===== src/rtl/decode_issue_queue.sv =====
// Decode-to-execute issue queue: circular buffer with occupancy count,
// almost-full watermark and a serialising-issue FSM gated by ex_idle.
module decode_issue_queue #(
  parameter int DEPTH        = 4,
  parameter int DATA_W       = 64,
  parameter int AFULL_THRESH = DEPTH - 1
) (
  input  logic                       CLK,
  input  logic                       RST,
  input  logic                       enq_valid,
  input  logic [DATA_W-1:0]          enq_data,
  input  logic                       enq_serialize,
  output logic                       enq_ready,
  output logic                       deq_valid,
  output logic [DATA_W-1:0]          deq_data,
  input  logic                       deq_ready,
  input  logic                       stall_queue,
  input  logic                       flush_queue,
  input  logic                       ex_idle,
  output logic                       is_queue_full,
  output logic                       almost_full,
  output logic [$clog2(DEPTH+1)-1:0] count
);

  localparam int PW = $clog2(DEPTH);
  localparam int CW = $clog2(DEPTH + 1);

  localparam logic [1:0] NORMAL   = 2'd0;
  localparam logic [1:0] SER_WAIT = 2'd1;
  localparam logic [1:0] SER_BUSY = 2'd2;

  logic [DATA_W-1:0] mem [DEPTH];
  logic [DEPTH-1:0]  ser_flag;
  logic [PW-1:0]     rd_ptr;
  logic [PW-1:0]     wr_ptr;
  logic [1:0]        state;
  logic [1:0]        state_next;
  logic              not_empty;
  logic              head_ser;
  logic              enq_fire;
  logic              deq_fire;

  assign not_empty     = (count != '0);
  assign head_ser      = ser_flag[rd_ptr];
  assign is_queue_full = (count == CW'(DEPTH));
  assign almost_full   = (count >= CW'(AFULL_THRESH));
  // No pass-through when full: a same-cycle dequeue does not open a slot.
  assign enq_ready     = !is_queue_full;
  assign enq_fire      = enq_valid & enq_ready & !flush_queue;
  assign deq_fire      = deq_valid & deq_ready;
  assign deq_data      = mem[rd_ptr];

  always_comb begin
    deq_valid  = 1'b0;
    state_next = state;
    case (state)
      NORMAL: begin
        deq_valid = not_empty & !stall_queue & !flush_queue & !head_ser;
        if (not_empty && head_ser) state_next = SER_WAIT;
      end
      SER_WAIT: begin
        deq_valid = not_empty & ex_idle & !stall_queue & !flush_queue;
        if (deq_fire) state_next = SER_BUSY;
      end
      SER_BUSY: begin
        // The issue edge is handled in SER_WAIT, so ex_idle here is post-issue.
        if (ex_idle) state_next = NORMAL;
      end
      default: state_next = NORMAL;
    endcase
    if (flush_queue) state_next = NORMAL;
  end

  always_ff @(posedge CLK or posedge RST) begin
    if (RST) begin
      for (int unsigned i = 0; i < DEPTH; i++) mem[i] <= '0;
      ser_flag <= '0;
    end else if (enq_fire) begin
      mem[wr_ptr]      <= enq_data;
      ser_flag[wr_ptr] <= enq_serialize;
    end
  end

  always_ff @(posedge CLK or posedge RST) begin
    if (RST) begin
      rd_ptr <= '0;
      wr_ptr <= '0;
      count  <= '0;
      state  <= NORMAL;
    end else if (flush_queue) begin
      rd_ptr <= '0;
      wr_ptr <= '0;
      count  <= '0;
      state  <= NORMAL;
    end else begin
      state <= state_next;
      if (enq_fire) wr_ptr <= wr_ptr + PW'(1);
      if (deq_fire) rd_ptr <= rd_ptr + PW'(1);
      case ({enq_fire, deq_fire})
        2'b10:   count <= count + CW'(1);
        2'b01:   count <= count - CW'(1);
        default: count <= count;
      endcase
    end
  end

endmodule


===== config.mk =====
export PLATFORM = sky130hd
export DESIGN_NAME = decode_issue_queue
export DESIGN_NICKNAME = d
export VERILOG_FILES = /design/src/rtl/decode_issue_queue.sv
export SDC_FILE = /design/constraint.sdc
export NUM_CORES = 1
export LEC_CHECK = 0
export ABC_CLOCK_PERIOD_IN_PS = 16640
export BUFFER_PORTS_ARGS = -buffer_cell sky130_fd_sc_hd__buf_2
export CAP_MARGIN = 20
export CELL_PAD_IN_SITES_DETAIL_PLACEMENT = 1
export CELL_PAD_IN_SITES_GLOBAL_PLACEMENT = 1
export CORE_MARGIN = 5
export CORE_UTILIZATION = 50
export DETAILED_ROUTE_END_ITERATION = 8
export PLACE_DENSITY_LB_ADDON = 0.1
export SETUP_SLACK_MARGIN = 0.5
export SLEW_MARGIN = 20
export SYNTH_ARGS = -nofsm -noshare
export SYNTH_HDL_FRONTEND = slang
export SYNTH_SLANG_ARGS = --single-unit

===== constraint.sdc =====
create_clock -name CLK -period 16.64 [get_ports CLK]
set_input_delay 1.664 -clock CLK [delete_from_list [all_inputs] [get_ports CLK]]
set_output_delay 1.664 -clock CLK [all_outputs]
set_load 0.01 [all_outputs]

Yosys cells after proc, flatten, opt, wreduce, memory -nomap -nowiden:

Cells that the tools add are included.

* bits of input ports: 72
* bits in registers: 269
* output and inout bits: 71
* word-level logic and storage cells: 75

* add/sub/neg operators: 4
* magnitude comparators: 7
* muxes and demuxes: 23
* reductions and logical operators: 13
* equality and inequality tests: 8
* bitwise logic cells: 11

Operators with widths (count)
* bitwise mux 256 bit: 1
* 2-to-1 mux 64 bit: 3
* binary-select mux 64 bit (select 2 bit): 1
* demux 64 bit (select 2 bit): 1
* 2-to-1 mux 2 bit: 8
* AND 1 bit: 9
* inequality test 3 bit, second input constant: 3
* greater-or-equal comparator 3 bit, second input constant: 2
* < comparator 2 x 3 -> 1 bit, second input constant: 2
* inverter 2 -> 3 bit: 2
* one-hot mux 2 bit (3 select lines): 1
* one-hot mux 3 bit (2 select lines): 1
* nonzero test 3 bit: 2
* adder 2 x 1 -> 2 bit, second input constant: 2
* bitwise mux 4 bit: 1
* equality test 2 x 1 -> 1 bit, second input constant: 2
* equality test 2 bit, second input constant: 2
* zero test 1 bit: 4
* nonzero test 2 bit: 2
* adder 3 x 1 -> 3 bit, second input constant: 1
* equality test 3 bit, second input constant: 1
* greater-or-equal comparator 3 x 2 -> 1 bit, second input constant: 1
* logical AND 1 bit: 3
* < comparator 3 x 1 -> 1 bit, second input constant: 1
* 9 further kinds: 10

Depth between registers and ports, before layout:

Gate-level depths: netlist of the first run.

* depth in word-level cells: 9
* mapped depth: 10
* mapped depth without buffers: 9

Worst setup path before layout of the first run:

No wires, ideal clock.

* kind: input to output
* start: input port flush_queue
* end: output port deq_valid
* path buffers: 0
* cell stages on the path: 3
* arrival: 2.546 ns
* slack: 12.430 ns
* required time: 14.976 ns
* path through: or3_1 -> a311oi_2 -> and2_1

* word-level cells in the longest chain between the ends: 4
* elaborated cells on any way between the ends: 5

RTL lines
* start, declared: line 18 `input logic flush_queue,`
* zero test 1 bit (*): line 58, 62
* AND 1 bit (2 in series): line 58 `deq_valid = not_empty & !stall_queue & !flush_queue & !head_ser;`
* one-hot mux 1 bit (2 select lines) (*): line 56 `case (state)`
* end, declared: line 14 `output logic deq_valid,`

Mark *: on every way between the ends. The rest lies on a longest branch, timed or not.

Worst setup path in the final report of the first run:

Same ends and word-level chain as after synthesis.

==> impl_results.md, run 1 <==
* Fin nets at 915
* Global-route wire length before repair at 43,400 microns
* Max-slew violations at 0
* Clock slew at reported path FFs at 50 ps
* Top-count cell post-synth: dfrtp_1
* Power Density at 160 mW/mm^2
* Switching share of power at 0.265
* Ranking of synthesized cells by area: dfrtp_1, mux2_2, mux4_2
* Global route overflow at 0
* Final Hold Fails at 0
* PortBufs at 142
* Fillers at 2,165
* Clock share of power at 0.294
* Fin crit period at 4630 ps
* CP max FO at 15
* Final period util at 0.278
* Post-Route Setup TNS at 0 ps
* Via count at 6,554
* Gr usage total at 0.205
* Most instantiated cells after synthesis: dfrtp_1, mux2_2, mux4_2, buf_6, mux2_1
* Fmax at 216 MHz
* Worst slew pin tran at 1110 ps
* Cell-internal power at 0.00163 W
* Clock Tree Buf Depth at 3
* Max_cap viols at 0
* Inserted Clock Buffers at 30
* IO Pins at 143
* Register share of total power at 0.466
* Distinct cells, synth at 36
* Status: finished, final reports clean
* Worst Path Required at 14,980 ps
* Leakage Power at 6.30 nW
* DRC at 0
* Syn Nets at 781
* Yosys warns at 0
* CTS Hold Bufs at 0
* Tightest hold margin at 485 ps
* Final clock skew at 12.2 ps
* Layout cell share with drive strength beyond 1 at 0.597
* Syn avg cell area at 16.9 sq um
* Post-cts resize count at 0
* Setup crit end kind: primary output
* Mapped cell area at 0.0119 sq mm
* H-tree Lvls at 1
* CP Launch Type: input port
* Leading register cell type out of synthesis: dfrtp_1
* Placer Congestion at 0.767
* IR drop worst, VDD at 0.102 mV
* Worst hold path type: reg2reg
* Data arrival, critical path at 2960 ps
* Antenna viol nets, final at 0
* Synth Instances at 704
* Pre-CTS WS at 12,020 ps
* Largest net degree at the start of global routing at 104
* Setup CP Type: in2out
* RSZ-0062 raised after global routing: false
* Worst-Skew Late Latency at 530 ps
* Rel. slew slack at 0.256
* Syn-to-layout area delta at 16.1%
* Vias in the first global route at 7,838
* Multi-input combinational cell area at 0.00483 sq mm
* CTS tree: built
* FF/Latch Area at 0.00674 sq mm
* Routed WL at 26,600 microns
* Synthesized flop and latch total at 269
* Gate power share at 0.240
* Post-synth ARST share at 1.00
* Total Die Area at 0.0270 sq mm
* Number of flops mapped to enable cells by yosys at 0
* Post-CTS Setup Inserts at 0
* CTS Sinks at 269
* Die width at 164 microns
* Placement row count at 56
* Post-detail-place hpwl at 16,500 microns
* Core box area at 0.0235 sq mm
* Switching pwr at 0.000589 W
* Antenna violations before repair at 4
* Final setup violation count at 0
* Seq/Total Area, Yosys at 0.565
* WL per Instance at 22.5 microns
* Setup WS post-layout at 12,010 ps
* Die Y at 164 microns
* Vias per cell at 5.54
* First drt pass iteration count at 4
* Yosys top cell area share at 0.565
* Synth area leader: dfrtp_1
* Initial core utilization at 0.507
* Initial DRC Count at 281
* Root Buffer: clkbuf_16
-- state kept, by name, summed over array words and instances, names as in the netlist --
signal    flops
count         3
rd_ptr        2
wr_ptr        2
mem         256
state         2
ser_flag      4
-- worst max-delay path, stage by stage --
cell,delay (ps)
buf_2,190
or3_1,420
a311oi_2,340
and2_1,200
buf_2,140
-- final cells by class --
type                       instances  area share
clock buffer                      50      0.0685
tap                              319      0.0289
timing repair buffer             149      0.0595
antenna                            2    0.000362
sequential                       269       0.487
inverter                           5     0.00190
clock inverter                     6     0.00443
multi-input combinational        383       0.349
-- final timing paths --
kind / from / cells after the start / endpoint / slack [ps]
max in group asynchronous: RST / 3 / mem[162]$_DFFE_PP0P_ / 14180
worst min register to register: state[1]$_DFFE_PP0P_ / 1 / state[0]$_DFFE_PP0P_ / 480
worst max register to register: rd_ptr[0]$_DFFE_PP0P_ / 9 / count[1]$_DFFE_PP0P_ / 13440
worst min-delay path: state[1]$_DFFE_PP0P_ / 1 / state[0]$_DFFE_PP0P_ / 480
min in group asynchronous: RST / 2 / mem[27]$_DFFE_PP0P_ / 1260
worst max-delay path: flush_queue / 5 / deq_valid / 12010
-- metal layers --
metal / vias to the layer above / track usage / part of all wire / routed length [microns]
met2: 114 / 0.366 / 0.53 / 14200
met1: 3517 / 0.260 / 0.41 / 10800
li1: 2888 / - / - / -
met4: 4 / 0.0431 / 0.015 / 386
met5: - / 0 / 0.00079 / 21
met3: 31 / 0.0407 / 0.046 / 1220
-- layout by cell type, fill, tap and decap left out, drive strengths merged, types with 2 or more instances in the layout --
cell type and count:
dfrtp 269, buf 149, nand2b 2, xnor2 4
diode 2, clkinv 3, ha 4, nand2 7
a21oi 3, nor3b 2, o21ai 3, mux2 263
mux2i 3, nand3 2, nor2 11, inv 6
o211ai 2, clkbuf 50, mux4 64
-- kinds of logic (layout without fill, tap and decap cells) --
family,after synthesis,count (layout),share of synthesized area
other cells,0,2,0
xor+xnor,5,5,0.00368
fa+ha+maj,5,5,0.00588
simple gates,31,31,0.0141
buf+inv,52,210,0.0318
flops,269,269,0.565
compound gates,12,12,0.00714
mux,330,330,0.372
-- power by group through the flow --
stage | Combinational (W) | Clock, W | Sequential (W)
finish | 0.000533 | 0.000653 | 0.00103
global route | 0.000581 | 0.000706 | 0.00106
CTS | 0.000545 | 0.000672 | 0.00103
detailed placement | 0.000540 | 0 | 0.00104
global placement | 0.000506 | 0 | 0.00101
floorplan | 0.000402 | 0 | 0.000989
-- metrics by stage --
stage          cell area, sq um   util  total power (W)  std cells
5_1_grt                   13800  0.589          0.00235       1183
4_1_cts                   13800  0.588          0.00225       1180
3_3_place_gp              12700  0.543          0.00151       1122
3_5_place_dp              12800  0.545          0.00158       1124
6_report                  13800  0.589          0.00222       1183
2_1_floorplan             11900      -          0.00139        704
(Power assumes the default switching activity.)
==> run 2, diff against run 1 <==
Settings changed: ABC_AREA set to 1, ABC_CLOCK_PERIOD_IN_PS 16640 to 4500, CORE_UTILIZATION 50 to 45.
Clock period 16.64 ns to 4.5 ns, I/O delays scaled along.
==> impl_results.md, run 2 <==
* Final period util at 0.767
* Crit path cell chain: inv_2 > buf_4 > o21ai_0 > o22ai_1 > buf_2
* WL per Instance at 18.0 microns
* Worst-Skew Late Latency at 570 ps
* Largest net degree at the start of global routing at 103
* Setup crit end kind: primary output
* Routed WL at 32,600 microns
* Worst Path Required at 4050 ps
* First drt pass iteration count at 4
* Number of flops mapped to enable cells by yosys at 0
* Fillers at 3,163
* Max-slew violations at 0
* Distinct cells, synth at 29
* Final setup violation count at 0
* Most instantiated cells after synthesis: nand2_1, dfrtp_1, o21ai_0, nor2_1, inv_1
* FF/Latch Area at 0.00674 sq mm
* Power Density at 555 mW/mm^2
* Synth Instances at 1,359
* IO Pins at 143
* Initial DRC Count at 544
* Placer Congestion at 0.757
* Fmax at 290 MHz
* Antenna viol nets, final at 0
* Post-detail-place hpwl at 19,700 microns
* Rel. slew slack at 0.309
* Status: finished, final reports clean
* Vias in the first global route at 10,200
* Root Buffer: clkbuf_16
* Worst slew pin tran at 1040 ps
* Synthesized flop and latch total at 269
* Clock Tree Buf Depth at 3
* Data arrival, critical path at 3000 ps
* Post-cts resize count at 0
* Placement row count at 60
* DRC at 0
* Leakage Power at 6.97 nW
* Syn Nets at 1,436
* Global-route wire length before repair at 54,400 microns
* IR drop worst, VDD at 0.278 mV
* Total Die Area at 0.0306 sq mm
* Core box area at 0.0269 sq mm
* Max FFs per register at 256
* Final clock skew at 15.8 ps
* Seq/Total Area, Yosys at 0.549
* Biggest register: mem
* Multi-input combinational cell area at 0.00450 sq mm
* CTS Hold Bufs at 1
* CTS tree: built
* H-tree Lvls at 1
* RSZ-0062 raised after global routing: false
* Worst hold path type: in2reg
* Leading register cell type out of synthesis: dfrtp_1
* CP max FO at 47
* CP Launch Type: flip-flop
* Top Registers: mem: 256 flops, ser_flag: 4 flops, count: 3 flops
* Global route overflow at 0
* Post-CTS Setup Inserts at 0
* Top-count cell post-synth: nand2_1
* Fin nets at 1,528
* Die width at 175 microns
* Critical Path Max Stage Delay at 710 ps
* Vias per cell at 5.37
* Inserted Clock Buffers at 31
* Most frequent cells in the layout: nand2_1, dfrtp_1, o21ai_0
* Syn avg cell area at 9.02 sq um
* Gr usage total at 0.213
* Antenna violations before repair at 2
* Yosys top cell area share at 0.549
* Fin crit period at 3450 ps
* Via count at 9,740
* CTS Sinks at 269
* Syn-to-layout area delta at 13.2%
* Total power at 0.00770 W
* # diodes at 0
* Die Y at 175 microns
* Most common cell after layout, fill and taps aside: nand2_1
* Slowest CP cell: dfrtp_2
* Final Hold Fails at 0
* CP top delay family: buffers and inverters
* Crit path buf inv count at 3
* Mapped cell area at 0.0123 sq mm
* Post-synth ARST share at 1.00
* Initial core utilization at 0.456
* Setup CP Type: reg2out
* PortBufs at 142
* Max_cap viols at 0
* Clock slew at reported path FFs at 60 ps
* Post-Route Setup TNS at 0 ps
* Layout cell share with drive strength beyond 1 at 0.199
* Synth area leader: dfrtp_1
* Ranking of synthesized cells by area: dfrtp_1, o21ai_0, nand2_1
* Yosys warns at 0
[run 2: cell types whose count changed after synthesis, sizes merged, moves of 3 or more]
cell    change
inv        +78
nor2      +123
clkbuf     +46
buf         +6
mux2      -263
nand4       +7
mux2i       -3
xnor2       -3
o21ai     +388
o22ai      +64
mux4       -64
nand3       +3
nand2     +285
[run 2: where the power goes]
part / internal [W] / switching (W)
clock network: 0.00144 / 0.000985
logic: 0.000688 / 0.000975
registers: 0.00320 / 0.000413
[run 2: path summary, 6_finish.rpt]
path,from,endpoint,slack [ps],cells past startpoint
max in group asynchronous,RST,rd_ptr[0]$_DFFE_PP0P_,2950,4
min in group asynchronous,RST,mem[233]$_DFFE_PP0P_,490,3
hold reg to reg,mem[145]$_DFFE_PP0P_,mem[145]$_DFFE_PP0P_,480,2
setup / recovery,rd_ptr[1]$_DFFE_PP0P_,deq_data[62],1050,5
hold / removal,flush_queue,rd_ptr[1]$_DFFE_PP0P_,140,2
setup reg to reg,rd_ptr[0]$_DFFE_PP0P_,count[2]$_DFFE_PP0P_,1520,15
[run 2: kinds of logic after synthesis]
group / after synthesis / synth area share
simple gates: 440 / 0.142
buf+inv: 182 / 0.0832
fa+ha+maj: 5 / 0.00572
flops: 269 / 0.549
compound gates: 462 / 0.219
xor+xnor: 1 / 0.000715
[run 2: layout make-up]
| class | count | area share |
|---|---|---|
| clock buffer | 53 | 0.0691 |
| clock inverter | 2 | 0.00207 |
| inverter | 83 | 0.0233 |
| multi-input combinational | 908 | 0.325 |
| sequential | 269 | 0.486 |
| tap | 341 | 0.0308 |
| timing repair buffer | 158 | 0.0646 |
[run 2: routing by layer]
metal,up-vias,routed length [microns],GRT usage
li1,4709,-,-
met1,4836,15300,0.297
met2,147,15600,0.361
met3,44,1150,0.0320
met4,4,446,0.0357
met5,-,21,0
[run 2: metrics by stage]
step | std cells | util | instance area [sq um] | hold slack [ps] | worst slack (ps)
6_report | 1814 | 0.516 | 13900 | 144 | 1050
5_1_grt | 1814 | 0.516 | 13900 | 132 | 889
4_1_cts | 1814 | 0.516 | 13900 | 125 | 1060
3_5_place_dp | 1758 | 0.479 | 12900 | 465 | 1550
3_3_place_gp | 1758 | 0.479 | 12900 | 459 | 1630
2_1_floorplan | 1359 | - | 12300 | 448 | 497
